==> src/rtl/elastic_fill_monitor.sv <==
// Fill-level monitor for the RX elastic buffer: Gray pointers -> binary -> occupancy,
// sticky full/empty flags, and a hysteresis FSM issuing one SKP add/delete request at a time.
module elastic_fill_monitor #(
    parameter int BUFFER_DEPTH = 16,
    parameter int HIGH_WM      = 12,
    parameter int LOW_WM       = 4,
    parameter int GUARD_CYCLES = 4
) (
    input  logic                            clk,
    input  logic                            rst_n,
    input  logic                            enable,
    input  logic [$clog2(BUFFER_DEPTH):0]   gray_read_pointer,
    input  logic [$clog2(BUFFER_DEPTH):0]   gray_write_pointer,
    input  logic                            skp_ack,
    input  logic                            err_clr,
    output logic [$clog2(BUFFER_DEPTH):0]   fill_level,
    output logic                            delete_req,
    output logic                            add_req,
    output logic                            full_err,
    output logic                            empty_err
);

    localparam int AW = $clog2(BUFFER_DEPTH);
    localparam int PW = AW + 1;
    localparam int CW = $clog2(GUARD_CYCLES + 1);

    localparam logic [PW-1:0] DEPTH_P = PW'(BUFFER_DEPTH);
    localparam logic [PW-1:0] HIGH_P  = PW'(HIGH_WM);
    localparam logic [PW-1:0] LOW_P   = PW'(LOW_WM);
    localparam logic [CW-1:0] GUARD_P = CW'(GUARD_CYCLES - 1);

    typedef enum logic [1:0] {
        S_IDLE  = 2'd0,
        S_DEL   = 2'd1,
        S_ADD   = 2'd2,
        S_GUARD = 2'd3
    } state_t;

    function automatic logic [PW-1:0] gray2bin(input logic [PW-1:0] g);
        logic [PW-1:0] b;
        b[PW-1] = g[PW-1];
        for (int i = PW - 2; i >= 0; i--) begin
            b[i] = b[i+1] ^ g[i];
        end
        return b;
    endfunction

    logic [PW-1:0] r_wr_bin;
    logic [PW-1:0] r_rd_bin;
    logic [PW-1:0] r_fill;
    logic          r_full_err;
    logic          r_empty_err;
    state_t        r_state;
    logic [CW-1:0] r_guard_cnt;
    logic          r_del_req;
    logic          r_add_req;

    logic [PW-1:0] w_diff;
    logic          w_diff_ok;

    // Modular subtract handles the pointer wrap; anything above DEPTH is an illegal pointer pair.
    assign w_diff    = r_wr_bin - r_rd_bin;
    assign w_diff_ok = (w_diff <= DEPTH_P);

    always_ff @(posedge clk or negedge rst_n) begin
        if (!rst_n) begin
            r_wr_bin <= '0;
            r_rd_bin <= '0;
            r_fill   <= '0;
        end else begin
            r_wr_bin <= gray2bin(gray_write_pointer);
            r_rd_bin <= gray2bin(gray_read_pointer);
            r_fill   <= w_diff_ok ? w_diff : DEPTH_P;
        end
    end

    // Sticky flags: a new set condition outranks a simultaneous clear.
    always_ff @(posedge clk or negedge rst_n) begin
        if (!rst_n) begin
            r_full_err  <= 1'b0;
            r_empty_err <= 1'b0;
        end else begin
            r_full_err  <= (r_fill == DEPTH_P) | (r_full_err & ~err_clr);
            r_empty_err <= ((r_fill == '0) & enable) | (r_empty_err & ~err_clr);
        end
    end

    always_ff @(posedge clk or negedge rst_n) begin
        if (!rst_n) begin
            r_state     <= S_IDLE;
            r_guard_cnt <= '0;
            r_del_req   <= 1'b0;
            r_add_req   <= 1'b0;
        end else if (!enable) begin
            r_state     <= S_IDLE;
            r_guard_cnt <= '0;
            r_del_req   <= 1'b0;
            r_add_req   <= 1'b0;
        end else begin
            case (r_state)
                S_IDLE: begin
                    if (r_fill >= HIGH_P) begin
                        r_state   <= S_DEL;
                        r_del_req <= 1'b1;
                    end else if (r_fill <= LOW_P) begin
                        r_state   <= S_ADD;
                        r_add_req <= 1'b1;
                    end
                end
                S_DEL, S_ADD: begin
                    // Request is held regardless of fill until the buffer control acknowledges it.
                    if (skp_ack) begin
                        r_state     <= S_GUARD;
                        r_guard_cnt <= GUARD_P;
                        r_del_req   <= 1'b0;
                        r_add_req   <= 1'b0;
                    end
                end
                S_GUARD: begin
                    if (r_guard_cnt == '0) begin
                        r_state <= S_IDLE;
                    end else begin
                        r_guard_cnt <= r_guard_cnt - 1'b1;
                    end
                end
                default: begin
                    r_state     <= S_IDLE;
                    r_guard_cnt <= '0;
                    r_del_req   <= 1'b0;
                    r_add_req   <= 1'b0;
                end
            endcase
        end
    end

    assign fill_level = r_fill;
    assign delete_req = r_del_req;
    assign add_req    = r_add_req;
    assign full_err   = r_full_err;
    assign empty_err  = r_empty_err;

endmodule

==> config.mk <==
export PLATFORM = sky130hd
export DESIGN_NAME = elastic_fill_monitor
export DESIGN_NICKNAME = d
export VERILOG_FILES = /design/src/rtl/elastic_fill_monitor.sv
export SDC_FILE = /design/constraint.sdc
export NUM_CORES = 1
export LEC_CHECK = 0
export CAP_MARGIN = 20
export CORE_MARGIN = 2
export CORE_UTILIZATION = 60
export DETAILED_ROUTE_END_ITERATION = 6
export DONT_BUFFER_PORTS = 1
export PLACE_DENSITY = 0.76
export SETUP_SLACK_MARGIN = 0.02
export SKIP_CTS_REPAIR_TIMING = 1
export SYNTH_ARGS = -nofsm -noshare
export SYNTH_HDL_FRONTEND = slang
export SYNTH_SLANG_ARGS = --single-unit
==> constraint.sdc <==
create_clock -name clk -period 4.1 [get_ports clk]
set_clock_uncertainty 0.1 [all_clocks]
set_input_delay 0.41 -clock clk [delete_from_list [all_inputs] [get_ports clk]]
set_output_delay 0.41 -clock clk [all_outputs]
set_load 0.01 [all_outputs]
==> results.json, run 1 <==
{
  "port_buffers": 0,
  "pwr-share-seq_pct": 44.4,
  "die_w_um": 48.6,
  "synthesis.nets": 134,
  "startpoint_type": "flip-flop",
  "routed_wl_mm": 1.89,
  "clock-root-buffer": "clkbuf_4",
  "use_met1_pct": 18.8,
  "cts_tree": "yes",
  "worst-slew-pin-transition_ps": 516,
  "utilization_pct": 69.0,
  "die_h_um": 48.6,
  "stdcell_area_um2": 1330,
  "cts_buffers": 3,
  "cp_slowest_cell": "o21ai_0",
  "min_path_cells": 1,
  "ant_nets": 0,
  "syn_to_final_growth_pct": 11.1,
  "finalSetupViolCount": 0,
  "drive_above_1_share_pct": 5.17,
  "pwr_density_cell_nw_per_um2": 645,
  "p_sw_share_pct": 36.7,
  "ios": 24,
  "irDropWorstVdd_mv": 0.360,
  "combPwrFrac_pct": 35.7,
  "syn_inst": 109,
  "antenna_cells": 0,
  "post_drt_wl_per_cell_um": 13.2,
  "worstPathArrival_ps": 2150,
  "hold_viol_final": 0,
  "switchingPower_uw": 314,
  "rsz0062_at_grt": "false",
  "yosysSeqAreaShare_pct": 50.3,
  "clockBufferDepth": 2,
  "critPathMaxStageDelay_ps": 430,
  "critPathKind": "reg -> reg",
  "relSlewSlack_pct": 65.1,
  "grt_max_degree": 25,
  "fillCellCount": 154,
  "vias": 781,
  "first_pass_iters": 4,
  "core_um2": 1920,
  "clk_latency_ps": 320,
  "p_int_uw": 542,
  "rows": 16,
  "start_util_pct": 62.1,
  "r2r-start": "r_guard_cnt[0]",
  "path_cells": "inv_1 > ha_1 > ha_1 > nor2b_1 > a21oi_1 > o21ai_0 > mux2i_1",
  "slew_violations": 0,
  "hold-path-endpoint": "r_rd_bin[0]",
  "drv_cap": 0,
  "cp_common_cell": "ha_1",
  "mostFrequentLayoutCells": "dfrtp_1, inv_1, xor2_1",
  "worstHoldPathType": "in -> reg",
  "syn_avg_cell_area_um2": 11.0,
  "vias_per_cell": 5.46,
  "synth_warnings": 0,
  "dpl.hpwl_mm": 1.41,
  "cp.required_ps": 4240,
  "clk_pin_slew_worst_paths_ps": 130,
  "grtUsageTotal_pct": 18.1,
  "placed_area_um2": 1220,
  "grt_pass1_wl_mm": 3.21,
  "antenna_found_initial": 0,
  "fin_nets": 142,
  "reg2reg_depth": 7,
  "ff2ff_setup_slack_ps": 2100,
  "grt_busiest_layer": "met2",
  "end_kind": "flip-flop",
  "clock_sinks": 24,
  "power.clock.fraction_pct": 19.9,
  "met2_usage_pct": 32.6,
  "ctsHtreeMaxLevel": 1,
  "p_leak_nw": 0.622,
  "fin_tns_setup_ps": 0,
  "gp_congestion": 0.789,
  "grt-ovfl-total": 0,
  "die-area_um2": 2360,
  "syn_area_um2": 1190,
  "fin_crit_sh_pct": 48.9,
  "path_max_fanout": 3,
  "grt_use_met3_pct": 5.25,
  "drc": 0,
  "layout_commonest_cell": "dfrtp_1",
  "status": "complete, no violations",
  "fin_crit_ps": 2000,
  "synthDistinctLibCells": 29,
  "first_global_vias": 798,
  "rr_endpoint": "r_guard_cnt[1]",
  "drt_iter0_markers": 5,
  "synth-seq-cells": 24,
  "hold_path.startpoint": "gray_read_pointer[0]",
  "fmax_mhz": 499
}
-- critical path: cells and delay by family, from the launching register on --
kind                       cells  cell delay (ps)
AOI/OAI and AO/OA              2              500
DFF                            1              340
and+or+nand+nor                1              270
muxes                          1              270
adders and majority gates      2              390
buffers and inverters          1               70
-- per-layer routing --
layer,vias up,routed length (um)
met1,371,715
met4,0,31
met3,3,127
met2,28,1020
met5,-,0
li1,379,-
-- power groups by stage --
stage	combinational, mW	sequential [mW]	clock [mW]
after CTS	0.298	0.380	0.172
final	0.305	0.380	0.171
after floorplan	0.242	0.371	0
after global placement	0.275	0.382	0
after detailed placement	0.289	0.386	0
after global routing	0.344	0.391	0.184
-- cell type report --
class / instances / area, um2 / area share [%]
clock buffer: 3 / 22.5 / 1.70
clock inverter: 1 / 30.0 / 2.26
inverter: 14 / 52.6 / 3.96
multi-input combinational: 70 / 537 / 40.5
sequential: 24 / 601 / 45.3
tap: 27 / 33.8 / 2.55
timing repair buffer: 4 / 50.0 / 3.77
-- worst max path at each step --
| stage | from | end | slack (ps) | depth (start not counted) |
|---|---|---|---|---|
| floorplan | r_state[0] | r_state[1] | 2320 | 6 |
| global placement | r_state[0] | r_state[1] | 2150 | 6 |
| detailed placement | r_guard_cnt[0] | r_guard_cnt[1] | 2140 | 7 |
| CTS | r_guard_cnt[0] | r_guard_cnt[1] | 2100 | 7 |
| global route | r_guard_cnt[0] | r_guard_cnt[0] | 1940 | 7 |
| finish | r_guard_cnt[0] | r_guard_cnt[1] | 2100 | 7 |
-- sequential cells by signal, indices dropped and copies added (netlist names) --
signal,count
fill_level,5
r_rd_bin,5
r_wr_bin,5
r_guard_cnt,3
r_state,2
add_req,1
delete_req,1
empty_err,1
full_err,1
-- synthesized netlist by cell type --
master	n	area, um2
mux2i_1	2	20.0
o211ai_1	1	7.51
a221oi_1	1	8.76
nor3b_1	1	7.51
xnor2_1	1	8.76
o22ai_1	1	6.26
ha_1	9	113
nand3b_1	2	15.0
xor2_1	11	96.3
o31ai_1	1	7.51
nand2b_1	2	12.5
a2111oi_4	1	27.5
nand3_1	3	15.0
a311oi_1	1	8.76
nor2_1	8	30.0
clkbuf_1	1	3.75
nor3_1	1	5.00
nor2b_1	3	18.8
nor4_1	1	6.26
inv_1	14	52.6
o2111ai_1	1	8.76
nand2_1	6	22.5
nand4b_1	1	8.76
dfrtp_1	24	601
a21oi_1	4	20.0
o21ai_0	5	25.0
fa_1	1	20.0
o21a_1	1	7.51
nor4bb_1	1	10.0
-- stage by stage --
stage | worst slack [ps] | hold slack [ps] | total power, mW | std cells
2_1_floorplan | 2320 | 14.4 | 0.613 | 109
6_report | 2100 | 51.2 | 0.855 | 143
3_5_place_dp | 2140 | 14.9 | 0.675 | 135
4_1_cts | 2100 | -345 | 0.849 | 139
5_1_grt | 1940 | 33.7 | 0.918 | 143
3_3_place_gp | 2150 | 14.8 | 0.657 | 135
-- logic make-up after synthesis --
| family | synth area share, % |
|---|---|
| and+or+nand+nor | 12.7 |
| adders and majority gates | 11.1 |
| DFF | 50.3 |
| buffers and inverters | 4.72 |
| muxes | 1.68 |
| AOI/OAI and AO/OA | 10.7 |
| xor gates and xnor gates | 8.80 |
No activity file was read; power rests on OpenSTA's default activity.
==> run 2: changes to the inputs <==
==> constraint.sdc (replaced) <==
create_clock -name clk -period 2 [get_ports clk]
set_clock_uncertainty 0.1 [all_clocks]
set_input_delay 0.2 -clock clk [delete_from_list [all_inputs] [get_ports clk]]
set_output_delay 0.2 -clock clk [all_outputs]
set_load 0.01 [all_outputs]
==> run 2 against run 1 <==
Against the previous run: final cell count increased by 9.8%; routed wire length increased by 9.8%; core utilization increased by 7.4 points; first-iteration DRC count increased to 3.2 times the previous value; fmax increased by 7.1%; total power increased by 110%; highest routed layer unchanged.
==> results.json, run 2 (synthesized netlist as in run 1, its figures left out) <==
{
  "first_pass_iters": 4,
  "core_um2": 1920,
  "mostFrequentLayoutCells": "dfrtp_1, inv_1, dlygate4sd3_1",
  "rsz0062_at_grt": "false",
  "min_path_cells": 2,
  "status": "complete, no violations",
  "grtUsageTotal_pct": 18.8,
  "clock-root-buffer": "clkbuf_4",
  "first_global_vias": 854,
  "end_kind": "flip-flop",
  "place_inst": 138,
  "grt_max_degree": 25,
  "hold-path-endpoint": "r_guard_cnt[2]",
  "port_buffers": 0,
  "critPathMaxStageDelay_ps": 390,
  "p_total_mw": 1.83,
  "path_delay_family": "compound AO/OA/AOI/OAI gates",
  "cp_num_buf_inv": 3,
  "rows": 16,
  "antenna_cells": 0,
  "r2r-start": "r_state[0]",
  "cp_slowest_cell": "dfrtp_1",
  "vias": 848,
  "syn_to_final_growth_pct": 23.1,
  "clk_pin_slew_worst_paths_ps": 120,
  "worstHoldPathType": "in -> reg",
  "p_leak_nw": 0.688,
  "slew_violations": 0,
  "fin_crit_ps": 1870,
  "ff2ff_setup_slack_ps": 130,
  "layout_commonest_cell": "dfrtp_1",
  "relSlewSlack_pct": 74.8,
  "drv_cap": 0,
  "die-area_um2": 2360,
  "rr_endpoint": "r_state[0]",
  "gp_congestion": 0.851,
  "ant_nets": 0,
  "clk_latency_ps": 320,
  "drc": 0,
  "ctsHtreeMaxLevel": 1,
  "cts_buffers": 3,
  "critPathKind": "reg -> reg",
  "cp_common_cell": "buf_4",
  "path_cells": "inv_1 > ha_2 > nor4bb_1 > buf_4 > a2111oi_4 > buf_4 > o2111ai_1 > o31ai_1",
  "hold_path.startpoint": "skp_ack",
  "routed_wl_mm": 2.08,
  "drt_iter0_markers": 16,
  "clock_sinks": 24,
  "fmax_mhz": 535,
  "grt-ovfl-total": 0,
  "clockBufferDepth": 2,
  "die_w_um": 48.6,
  "start_util_pct": 62.1,
  "antenna_found_initial": 0,
  "fillCellCount": 142,
  "fin_crit_sh_pct": 93.5,
  "ios": 24,
  "reg2reg_depth": 8,
  "fin_cells": 157,
  "post_drt_wl_per_cell_um": 13.2,
  "finalSetupViolCount": 0,
  "path_max_fanout": 5,
  "die_h_um": 48.6,
  "fin_nets": 156,
  "grt_pass1_wl_mm": 3.35,
  "worst-slew-pin-transition_ps": 377,
  "drive_above_1_share_pct": 10.0,
  "irDropWorstVdd_mv": 0.992,
  "cp.required_ps": 2140,
  "fin_tns_setup_ps": 0,
  "cts_tree": "yes",
  "hold_viol_final": 0,
  "whs_ps": 25.8,
  "dpl.hpwl_mm": 1.42,
  "pwr_density_cell_nw_per_um2": 1250,
  "startpoint_type": "flip-flop",
  "vias_per_cell": 5.40,
  "worstPathArrival_ps": 2010
}
## run 2: cell types whose count changed in the layout (fill, tap and decap cells not counted), sizes merged
| cell | previous run | this run |
|---|---|---|
| dlygate4sd3 | 3 | 13 |
| buf | 1 | 5 |
## run 2: metrics by stage
step | utilization (%) | area [um2] | setup WS, ps
global route | 76.4 | 1470 | 39.6
global placement | 64.8 | 1250 | 190
detailed placement | 64.8 | 1250 | 162
finish | 76.4 | 1470 | 130
floorplan | - | 1190 | 224
CTS | 67.6 | 1300 | 145
## run 2: per-layer routing
metal	part of all wire, %	vias up	global-route usage [%]
met3	5.5	5	5.25
met4	2.4	0	11.4
met2	55	28	33.6
met5	0	-	0
met1	37	408	19.5
li1	-	407	-
## run 2: worst max path at each step
stage	startpoint	to	slack, ps	depth (start not counted)
floorplan	r_state[0]	r_state[1]	220	6
global placement	r_state[0]	r_state[1]	190	6
detailed placement	r_state[0]	r_state[1]	160	6
CTS	r_state[0]	r_state[1]	150	6
global route	r_state[0]	r_state[1]	40	7
finish	r_state[0]	r_state[0]	130	8
## run 2: where the power goes
| group | switching [mW] | internal (mW) |
|---|---|---|
| registers | 0.156 | 0.628 |
| clock network | 0.145 | 0.203 |
| logic | 0.357 | 0.344 |
## run 2: area by class of cell
cell class | count | area (um2) | share of cell area, %
clock buffers | 3 | 22.5 | 1.53
clock inverters | 1 | 30.0 | 2.04
inverters | 14 | 52.6 | 3.58
multi-input cells | 70 | 549 | 37.4
flip-flops and latches | 24 | 601 | 40.9
well taps | 27 | 33.8 | 2.30
repair buffers | 18 | 180 | 12.3
==> run 3: changes to the inputs <==
--- a/config.mk
+++ b/config.mk
@@ -7,10 +7,9 @@
 export LEC_CHECK = 0
 export CAP_MARGIN = 20
 export CORE_MARGIN = 2
-export CORE_UTILIZATION = 60
+export CORE_UTILIZATION = 50
 export DETAILED_ROUTE_END_ITERATION = 6
-export DONT_BUFFER_PORTS = 1
-export PLACE_DENSITY = 0.76
+export PLACE_DENSITY = 0.78
 export SETUP_SLACK_MARGIN = 0.02
 export SKIP_CTS_REPAIR_TIMING = 1
 export SYNTH_ARGS = -nofsm -noshare
==> run 3 against run 2 <==
Against the previous run: worst setup slack lost 20 ps; final cell count grew 7.6%; count of clock-buffer cells in the layout grew 1; non-clock buffer count grew 11; sequential share of layout area shrank 2.2 points; global-route usage shrank 1.1 points; sequential power shrank 7.1%; sequential cell count is the same; via count grew 2.4%.
==> results.json, run 3 (synthesized netlist as in run 1, its figures left out) <==
{
  "clk_pin_slew_worst_paths_ps": 120,
  "gp_congestion": 0.776,
  "worst-slew-pin-transition_ps": 379,
  "die_h_um": 52.9,
  "relSlewSlack_pct": 74.6,
  "layout_commonest_cell": "dfrtp_1",
  "routed_wl_mm": 2.07,
  "pwr_density_cell_nw_per_um2": 1220,
  "post_drt_wl_per_cell_um": 12.2,
  "die-area_um2": 2790,
  "fin_crit_sh_pct": 94.5,
  "irDropWorstVdd_mv": 0.725,
  "drive_above_1_share_pct": 9.22,
  "clockBufferDepth": 2,
  "grt_max_degree": 25,
  "start_util_pct": 53.4,
  "dpl.hpwl_mm": 1.63,
  "drv_cap": 0,
  "worstPathArrival_ps": 2020,
  "clk_latency_ps": 320,
  "cp.required_ps": 2130,
  "cts_tree": "yes",
  "status": "complete, no violations",
  "first_pass_iters": 4,
  "die_w_um": 52.9,
  "cts_buffers": 3,
  "slew_violations": 0,
  "clock-root-buffer": "clkbuf_4",
  "vias_per_cell": 5.14,
  "p_leak_nw": 0.712,
  "grt_pass1_wl_mm": 3.51,
  "clock_sinks": 24,
  "rows": 17,
  "drc": 0,
  "path_max_fanout": 5,
  "syn_to_final_growth_pct": 30.0,
  "grtUsageTotal_pct": 17.8,
  "port_buffers": 23,
  "core_um2": 2230,
  "fin_crit_ps": 1890,
  "end_kind": "flip-flop",
  "ant_nets": 0,
  "antenna_found_initial": 0,
  "startpoint_type": "flip-flop",
  "fin_nets": 167,
  "hold_viol_final": 0,
  "antenna_cells": 0,
  "finalSetupViolCount": 0,
  "grt-ovfl-total": 0,
  "ios": 24,
  "worstHoldPathType": "in -> async",
  "vias": 868,
  "ctsHtreeMaxLevel": 1,
  "mostFrequentLayoutCells": "dfrtp_1, clkdlybuf4s50_1, inv_1",
  "fmax_mhz": 529,
  "drt_iter0_markers": 13,
  "first_global_vias": 878,
  "fin_tns_setup_ps": 0,
  "p_total_mw": 1.89,
  "rsz0062_at_grt": "false",
  "critPathKind": "reg -> reg"
}
==> run 3: cell types whose count changed in the layout (fill, tap and decap cells not counted), sizes merged <==
| cell | delta |
|---|---|
| buf | +1 |
| bufinv | -1 |
| clkbuf | +1 |
| clkdlybuf4s50 | +23 |
| dlygate4sd3 | -13 |
==> run 3: path summary, 6_finish.rpt <==
kind / cells after the start / start / slack (ps) / to
setup / recovery: 7 / r_state[1] / 110 / r_state[0]
setup reg to reg: 7 / r_state[1] / 110 / r_state[0]
hold reg to reg: 2 / full_err / 440 / full_err
max in group asynchronous: 2 / rst_n / 1460 / add_req
min in group clk: 1 / gray_write_pointer[4] / 260 / r_wr_bin[4]
hold / removal: 2 / rst_n / 120 / r_rd_bin[4]
==> run 3: metal layers <==
metal / part of all wire [%] / global-route usage (%) / wire length, um
met5: 0 / 0 / 0
met4: 2.5 / 10.3 / 51
met2: 49 / 31.7 / 1010
met1: 42 / 19.3 / 859
met3: 7.4 / 3.67 / 152
==> run 3: where the power goes <==
group	internal, mW	switching (mW)	total, mW
Clock	0.111	0.141	0.252
Combinational	0.480	0.433	0.914
Sequential	0.628	0.0994	0.728
==> run 3: final cells by class <==
type	count	area [um2]
tap	28	35.0
fill	177	682
inverter	14	52.6
timing repair buffer	29	275
sequential	24	601
clock buffer	4	36.3
multi-input combinational	70	552
==> run 3: worst max-delay path, cell delays in order (launching register included) <==
cell and delay (ps):
dfrtp_1 400, inv_1 90, ha_4 180, nor4bb_1 140, buf_4 140, a2111oi_4 420
o2111ai_1 200, o31ai_1 110
==> run 3: metrics by stage <==
step,worst slack [ps],cell area (um2),cells,hold slack (ps),util [%]
4_1_cts,98.6,1530,168,121,68.5
5_1_grt,25.1,1550,169,144,69.5
3_3_place_gp,196,1490,164,416,66.8
2_1_floorplan,224,1190,109,-196,-
6_report,110,1550,169,116,69.5
3_5_place_dp,126,1490,164,428,66.8
